### config.mk
export PLATFORM = sky130hd
export DESIGN_NAME = mem_access_unit_flat
export DESIGN_NICKNAME = d
export VERILOG_FILES = /design/src/rtl/mem_access_unit_pkg.sv /design/src/rtl/mem_access_unit_if.sv /design/src/rtl/mem_access_unit.sv /design/src/flat_wrapper.sv
export SDC_FILE = /design/constraint.sdc
export NUM_CORES = 1
export LEC_CHECK = 0
export ABC_AREA = 1
export CAP_MARGIN = 20
export CORE_ASPECT_RATIO = 2
export CORE_MARGIN = 8
export CORE_UTILIZATION = 32
export CTS_BUF_LIST = sky130_fd_sc_hd__clkbuf_16
export CTS_CLUSTER_DIAMETER = 80
export DETAILED_ROUTE_END_ITERATION = 8
export GPL_TIMING_DRIVEN = 1
export SETUP_SLACK_MARGIN = 0.1
export SYNTH_ARGS = -nofsm -noshare
export SYNTH_HDL_FRONTEND = slang
export SYNTH_SLANG_ARGS = --single-unit
export TNS_END_PERCENT = 20
### constraint.sdc
create_clock -name clk -period 2.91 [get_ports clk]
set_clock_uncertainty 0.1 [all_clocks]
set_input_delay 0.4365 -clock clk [delete_from_list [all_inputs] [get_ports clk]]
set_output_delay 0.4365 -clock clk [all_outputs]
set_load 0.01 [all_outputs]
### src/rtl/mem_access_unit_pkg.sv
// Shared types and defaults for the data-memory access unit.
// Opcode and FSM state encodings live here so the core side and the bench agree.
package mem_access_unit_pkg;

   localparam logic [7:0] SP_INIT_DEF  = 8'd255;
   localparam logic [7:0] SP_LIMIT_DEF = 8'd191;

   typedef enum logic [2:0] {
      OP_LOAD  = 3'd0,
      OP_STORE = 3'd1,
      OP_PUSH  = 3'd2,
      OP_POP   = 3'd3,
      OP_COPY  = 3'd4
   } op_e;

   typedef enum logic [2:0] {
      S_IDLE  = 3'd0,
      S_EXEC  = 3'd1,
      S_RESP  = 3'd2,
      S_CP_RD = 3'd3,
      S_CP_WR = 3'd4
   } state_e;

endpackage

### src/rtl/mem_access_unit_if.sv
// Core-side request/response bus of the memory access unit.
// The core is the master; the access unit is the slave.
interface mem_access_unit_if;

   logic       req_valid;
   logic       req_ready;
   logic [2:0] req_op;
   logic [7:0] req_addr;
   logic [7:0] req_data;
   logic [7:0] req_len;
   logic       rsp_valid;
   logic [7:0] rsp_data;
   logic       rsp_err;
   logic [7:0] sp;
   logic       busy;

   modport master (
      output req_valid, req_op, req_addr, req_data, req_len,
      input  req_ready, rsp_valid, rsp_data, rsp_err, sp, busy
   );

   modport slave (
      input  req_valid, req_op, req_addr, req_data, req_len,
      output req_ready, rsp_valid, rsp_data, rsp_err, sp, busy
   );

endinterface

### src/rtl/mem_access_unit.sv
// Initiator for the single-port data memory: sequences load/store/push/pop/copy
// requests into memory cycles, owns the stack pointer and strobes one response per request.
module mem_access_unit
   import mem_access_unit_pkg::*;
#(
   parameter logic [7:0] SP_INIT  = SP_INIT_DEF,
   parameter logic [7:0] SP_LIMIT = SP_LIMIT_DEF
) (
   input  logic                    clk,
   input  logic                    reset,
   mem_access_unit_if.slave        bus,
   output logic [7:0]              mem_addr,
   output logic                    mem_wr_en,
   output logic [7:0]              mem_dat_in,
   input  logic [7:0]              mem_dat_out
);

   state_e     state, state_nxt;
   logic [2:0] op;
   logic [7:0] sp_r;
   logic [7:0] src, dst, cnt;
   logic [7:0] addr_r, wdat_r;
   logic [7:0] rsp_data_r;
   logic       rsp_err_r;
   logic       ready, rsp_v, wr;
   logic       push_ok;

   assign push_ok = (op == OP_PUSH) && (sp_r != SP_LIMIT);

   always_ff @(posedge clk) begin
      if (reset) state <= S_IDLE;
      else       state <= state_nxt;
   end

   always_comb begin
      state_nxt = state;
      case (state)
         S_IDLE: begin
            if (bus.req_valid) begin
               // Zero-length copy takes the plain EXEC path so it answers at N+2.
               if ((bus.req_op == OP_COPY) && (bus.req_len != 8'd0)) state_nxt = S_CP_RD;
               else                                                   state_nxt = S_EXEC;
            end
         end
         S_EXEC:  state_nxt = S_RESP;
         S_CP_RD: state_nxt = S_CP_WR;
         S_CP_WR: state_nxt = (cnt == 8'd1) ? S_RESP : S_CP_RD;
         S_RESP:  state_nxt = S_IDLE;
         default: state_nxt = S_IDLE;
      endcase
   end

   always_comb begin
      ready = 1'b0;
      rsp_v = 1'b0;
      wr    = 1'b0;
      case (state)
         S_IDLE:  ready = 1'b1;
         S_EXEC:  wr    = (op == OP_STORE) || push_ok;
         S_CP_WR: wr    = 1'b1;
         S_RESP:  rsp_v = 1'b1;
         default: ;
      endcase
      // Reset kills any in-flight write immediately, even mid-copy.
      if (reset) wr = 1'b0;
   end

   always_ff @(posedge clk) begin
      if (reset) begin
         op         <= 3'd0;
         sp_r       <= SP_INIT;
         src        <= 8'd0;
         dst        <= 8'd0;
         cnt        <= 8'd0;
         addr_r     <= 8'd0;
         wdat_r     <= 8'd0;
         rsp_data_r <= 8'd0;
         rsp_err_r  <= 1'b0;
      end else begin
         case (state)
            S_IDLE: begin
               if (bus.req_valid) begin
                  op         <= bus.req_op;
                  src        <= bus.req_addr;
                  dst        <= bus.req_data;
                  cnt        <= bus.req_len;
                  rsp_data_r <= 8'd0;
                  rsp_err_r  <= 1'b0;
                  case (bus.req_op)
                     OP_LOAD, OP_STORE: begin
                        addr_r <= bus.req_addr;
                        wdat_r <= bus.req_data;
                     end
                     OP_PUSH: begin
                        addr_r <= sp_r;
                        wdat_r <= bus.req_data;
                     end
                     OP_POP:  addr_r <= sp_r + 8'd1;
                     OP_COPY: if (bus.req_len != 8'd0) addr_r <= bus.req_addr;
                     default: ;
                  endcase
               end
            end
            S_EXEC: begin
               case (op)
                  OP_LOAD: rsp_data_r <= mem_dat_out;
                  OP_PUSH: begin
                     if (sp_r == SP_LIMIT) rsp_err_r <= 1'b1;
                     else                  sp_r      <= sp_r - 8'd1;
                  end
                  OP_POP: begin
                     if (sp_r == SP_INIT) rsp_err_r <= 1'b1;
                     else begin
                        rsp_data_r <= mem_dat_out;
                        sp_r       <= sp_r + 8'd1;
                     end
                  end
                  OP_STORE, OP_COPY: ;
                  default: rsp_err_r <= 1'b1;
               endcase
            end
            S_CP_RD: begin
               // The write-data register doubles as the one-byte copy buffer.
               wdat_r <= mem_dat_out;
               addr_r <= dst;
            end
            S_CP_WR: begin
               src    <= src + 8'd1;
               dst    <= dst + 8'd1;
               cnt    <= cnt - 8'd1;
               addr_r <= src + 8'd1;
            end
            default: ;
         endcase
      end
   end

   assign bus.req_ready = ready;
   assign bus.busy      = ~ready;
   assign bus.rsp_valid = rsp_v;
   assign bus.rsp_data  = rsp_data_r;
   assign bus.rsp_err   = rsp_err_r;
   assign bus.sp        = sp_r;
   assign mem_addr      = addr_r;
   assign mem_dat_in    = wdat_r;
   assign mem_wr_en     = wr;

endmodule

### src/flat_wrapper.sv
// flat-port wrapper written by rule: the top's interface ports become plain ports
module mem_access_unit_flat import mem_access_unit_pkg::*;
#(
   parameter logic [7:0] SP_INIT  = SP_INIT_DEF,
   parameter logic [7:0] SP_LIMIT = SP_LIMIT_DEF
)
  (clk, reset, mem_addr, mem_wr_en, mem_dat_in, mem_dat_out, bus_req_valid, bus_req_op, bus_req_addr, bus_req_data, bus_req_len, bus_req_ready, bus_rsp_valid, bus_rsp_data, bus_rsp_err, bus_sp, bus_busy);
  mem_access_unit_if bus_i ();
  input  logic clk;
  input  logic reset;
  output logic [7:0] mem_addr;
  output logic mem_wr_en;
  output logic [7:0] mem_dat_in;
  input  logic [7:0] mem_dat_out;
  input wire logic [$bits(bus_i.req_valid)-1:0] bus_req_valid;
  input wire logic [$bits(bus_i.req_op)-1:0] bus_req_op;
  input wire logic [$bits(bus_i.req_addr)-1:0] bus_req_addr;
  input wire logic [$bits(bus_i.req_data)-1:0] bus_req_data;
  input wire logic [$bits(bus_i.req_len)-1:0] bus_req_len;
  output wire logic [$bits(bus_i.req_ready)-1:0] bus_req_ready;
  output wire logic [$bits(bus_i.rsp_valid)-1:0] bus_rsp_valid;
  output wire logic [$bits(bus_i.rsp_data)-1:0] bus_rsp_data;
  output wire logic [$bits(bus_i.rsp_err)-1:0] bus_rsp_err;
  output wire logic [$bits(bus_i.sp)-1:0] bus_sp;
  output wire logic [$bits(bus_i.busy)-1:0] bus_busy;
  assign bus_i.req_valid = bus_req_valid;
  assign bus_i.req_op = bus_req_op;
  assign bus_i.req_addr = bus_req_addr;
  assign bus_i.req_data = bus_req_data;
  assign bus_i.req_len = bus_req_len;
  assign bus_req_ready = bus_i.req_ready;
  assign bus_rsp_valid = bus_i.rsp_valid;
  assign bus_rsp_data = bus_i.rsp_data;
  assign bus_rsp_err = bus_i.rsp_err;
  assign bus_sp = bus_i.sp;
  assign bus_busy = bus_i.busy;
  mem_access_unit #(.SP_INIT(SP_INIT), .SP_LIMIT(SP_LIMIT)) u_core (.clk(clk), .reset(reset), .bus(bus_i), .mem_addr(mem_addr), .mem_wr_en(mem_wr_en), .mem_dat_in(mem_dat_in), .mem_dat_out(mem_dat_out));
endmodule
==> impl_metrics.py <==
metrics = {
    "placement": {
        "detailedPlacementHpwl_um": 9260,
        "io_buffer_count": 74,
        "gp_routability_congestion": 0.873,
        "placed_cell_area_mm2": 0.00470,
        "pre_cts_ws_ps": 659,
    },
    "global_route": {
        "gr-usage-all-layers": 0.150,
        "global_route.usage.met3": 0.0323,
        "antenna_violations_before_repair": 0,
        "grt-busiest-layer": "met2",
        "grt.overflow.total": 0,
        "grt_start_max_net_pins": 29,
        "grtUsageMet2": 0.248,
        "grt_pass1_vias": 3871,
        "global_route_wire_length_before_repair_um": 19000,
        "grt_util_met1": 0.189,
    },
    "timing": {
        "period_needed_ps": 2590,
        "worst_slew_pin_slew_ps": 559,
        "final-max-slew-violation-count": 0,
        "rsz0062_at_grt": "false",
        "hold_viol": 0,
        "fin_tns_setup_ps": 0,
        "finalCritPeriodShare": 0.889,
        "timing.hold.ws_ps": 342,
        "clock.fmax_mhz": 387,
        "slew_headroom": 0.626,
        "setup_violations": 0,
        "final_setup_margin_ps": 323,
    },
    "synthesis": {
        "synth_top_area_frac": 0.327,
        "syn_area_mm2": 0.00386,
        "synth_area_per_cell_um2": 6.33,
        "synth.ff_latch_count": 63,
        "ys_warn_count": 0,
        "synth_cell_type_count": 40,
        "yosys.area.top_type": "sky130_fd_sc_hd__dfxtp_1",
        "synth_seq_area_share": 0.327,
        "most_repeated_cell_in_the_gate_level_netlist_after_synthesis": "sky130_fd_sc_hd__nand2_1",
        "synth.area.top_cells": "sky130_fd_sc_hd__dfxtp_1 33%, sky130_fd_sc_hd__nand2_1 16%, sky130_fd_sc_hd__nand3_1 8.9%",
        "synth_enable_flop_cells": 0,
        "synth-main-ff-cell": "sky130_fd_sc_hd__dfxtp_1",
        "synth_cell_count_leaders": "165 x sky130_fd_sc_hd__nand2_1, 69 x sky130_fd_sc_hd__nand3_1, 65 x sky130_fd_sc_hd__nor2_1",
        "postSynthNetCount": 654,
        "synth_cells": 610,
        "postSynth.asyncResetShare": 0,
    },
    "detailed_routing": {
        "detailroute.via_count": 4204,
        "final_antenna_net_count": 0,
        "dr.pass1.iters": 5,
        "wire_per_inst_um": 14.4,
        "drt-total-wl_um": 12000,
        "detailedRoute.firstIterationViolations": 234,
        "vias_per_cell": 5.05,
        "detail_route.drc_violations": 0,
    },
    "layout": {
        "areaGrowthSynthToFinish_pct": 30.6,
        "summed_area_of_non_filler_cells_in_the_final_layout_mm2": 0.00504,
        "finish.net_count": 724,
        "num-fill-cells": 1269,
        "ratio_of_cells_with_drive_above_1_in_the_final_layout": 0.0774,
        "diodes": 0,
        "final_core_util": 0.421,
    },
    "die": {
        "start_util": 0.322,
        "num_rows": 57,
        "core-area_mm2": 0.0120,
        "ios": 75,
        "die_area_mm2": 0.0160,
        "dieHeight_um": 171,
        "die_x_um": 93.7,
    },
    "pwr": {
        "ir_drop_worst_vdd_mv": 0.306,
        "power-per-cell-area_mw_per_mm2": 550,
        "power.static_leakage_uw": 0.00227,
    },
    "clock_tree": {
        "post_cts_buffers": 0,
        "clock_insertion_delay_worst_skew_ps": 330,
        "tritoncts_buffers": 9,
        "tritoncts": "done",
        "clk_pin_slew_ps": 50,
        "clockBufferDepth": 2,
        "post_cts_sizing": 0,
        "cts_hold_repair.buffers": 0,
        "clock-root-buffer": "sky130_fd_sc_hd__clkbuf_16",
        "h-tree-depth": 3,
        "numClockSinks": 63,
    },
    "critical_path": {
        "timing.critical_path.to_type": "output pin",
        "startpoint_type": "register",
        "critical_path_required_ps": 2370,
        "crit_path_max_fanout": 7,
        "setup.worst_path.class": "register to output pin",
        "arrival_ps": 2050,
    },
    "hold_path": {
        "holdCritPathClass": "register to register",
    },
    "status": {
        "run_status": "finished, final reports clean",
    },
    "job": {
        "drv.max_cap_violation_count": 0,
    },
}
path summary, 6_finish.rpt:
check / start / endpoint / slack (ps) / cells past startpoint
hold / removal: u_core.bus.rsp_err / u_core.bus.rsp_err / 340 / 2
hold reg to reg: u_core.bus.rsp_err / u_core.bus.rsp_err / 340 / 2
setup / recovery: u_core.bus.sp[0] / mem_wr_en / 320 / 7
setup reg to reg: u_core.state[0] / u_core.src[2] / 930 / 9
critical path: stages, from the launching register on:
cell                              delay, ps
sky130_fd_sc_hd__dfxtp_1                420
sky130_fd_sc_hd__ha_1                   200
sky130_fd_sc_hd__nand2_1                 70
sky130_fd_sc_hd__inv_1                  150
sky130_fd_sc_hd__nand2_1                130
sky130_fd_sc_hd__o21ai_4                160
sky130_fd_sc_hd__a31oi_1                100
sky130_fd_sc_hd__clkdlybuf4s50_1        490
cell type report:
type / instances / area (um^2) / area share
Clock inverter: 7 / 113 / 0.0223
Timing Repair Buffer: 82 / 801 / 0.159
Clock buffer: 9 / 225 / 0.0447
Inverter: 68 / 259 / 0.0514
Tap cell: 147 / 184 / 0.0365
Sequential cell: 63 / 1260 / 0.250
Multi-Input combinational cell: 456 / 2200 / 0.436
flip-flops by register name (all words and copies together) (netlist names):
name and flops:
u_core.op 3, u_core.mem_addr 8, u_core.state 3, u_core.bus.sp 8
u_core.bus.rsp_err 1, u_core.mem_dat_in 8, u_core.src 8, u_core.bus.rsp_data 8
u_core.dst 8, u_core.cnt 8
cell families after synthesis:
| logic type | after synthesis | synth area share |
|---|---|---|
| XOR/XNOR | 3 | 0.00681 |
| adder cells (fa/ha/maj) | 6 | 0.0195 |
| flip-flops | 63 | 0.327 |
| AND/OR/NAND/NOR | 333 | 0.380 |
| AO/OA/AOI/OAI | 114 | 0.164 |
| buffers and inverters | 91 | 0.103 |
stage by stage:
stage,power [uW],std cells
5_1_grt,2910,832
6_report,2770,832
3_3_place_gp,1560,816
3_5_place_dp,1560,816
2_1_floorplan,1340,610
4_1_cts,2800,832
metal layers:
layer,share of wire,vias up
li1,-,2140
met1,0.46,1942
met2,0.47,108
met3,0.061,14
met4,0.012,0
met5,0,-
placed cells by master, fill, tap and decap left out, types with 2 or more instances in the layout:
master / n
sky130_fd_sc_hd__a21oi_1: 45
sky130_fd_sc_hd__a22oi_1: 2
sky130_fd_sc_hd__a31oi_1: 6
sky130_fd_sc_hd__buf_4: 8
sky130_fd_sc_hd__bufinv_16: 3
sky130_fd_sc_hd__clkbuf_16: 9
sky130_fd_sc_hd__clkdlybuf4s50_1: 74
sky130_fd_sc_hd__clkinv_2: 3
sky130_fd_sc_hd__dfxtp_1: 63
sky130_fd_sc_hd__ha_1: 6
sky130_fd_sc_hd__inv_1: 60
sky130_fd_sc_hd__inv_2: 7
sky130_fd_sc_hd__nand2_1: 165
sky130_fd_sc_hd__nand2_2: 4
sky130_fd_sc_hd__nand2_4: 3
sky130_fd_sc_hd__nand3_1: 69
sky130_fd_sc_hd__nand3_2: 3
sky130_fd_sc_hd__nand4_1: 9
sky130_fd_sc_hd__nor2_1: 65
sky130_fd_sc_hd__nor2_4: 3
sky130_fd_sc_hd__nor3_1: 5
sky130_fd_sc_hd__o211ai_1: 5
sky130_fd_sc_hd__o21ai_0: 41
sky130_fd_sc_hd__o21ai_1: 8
sky130_fd_sc_hd__or2_2: 2
sky130_fd_sc_hd__xnor2_1: 2
power breakdown:
group,internal [uW],switching [uW],total [uW]
combinational,240,306,546
sequential,935,61.8,997
clock,831,396,1230
Note: power is estimated with default switching activity, not from simulation.
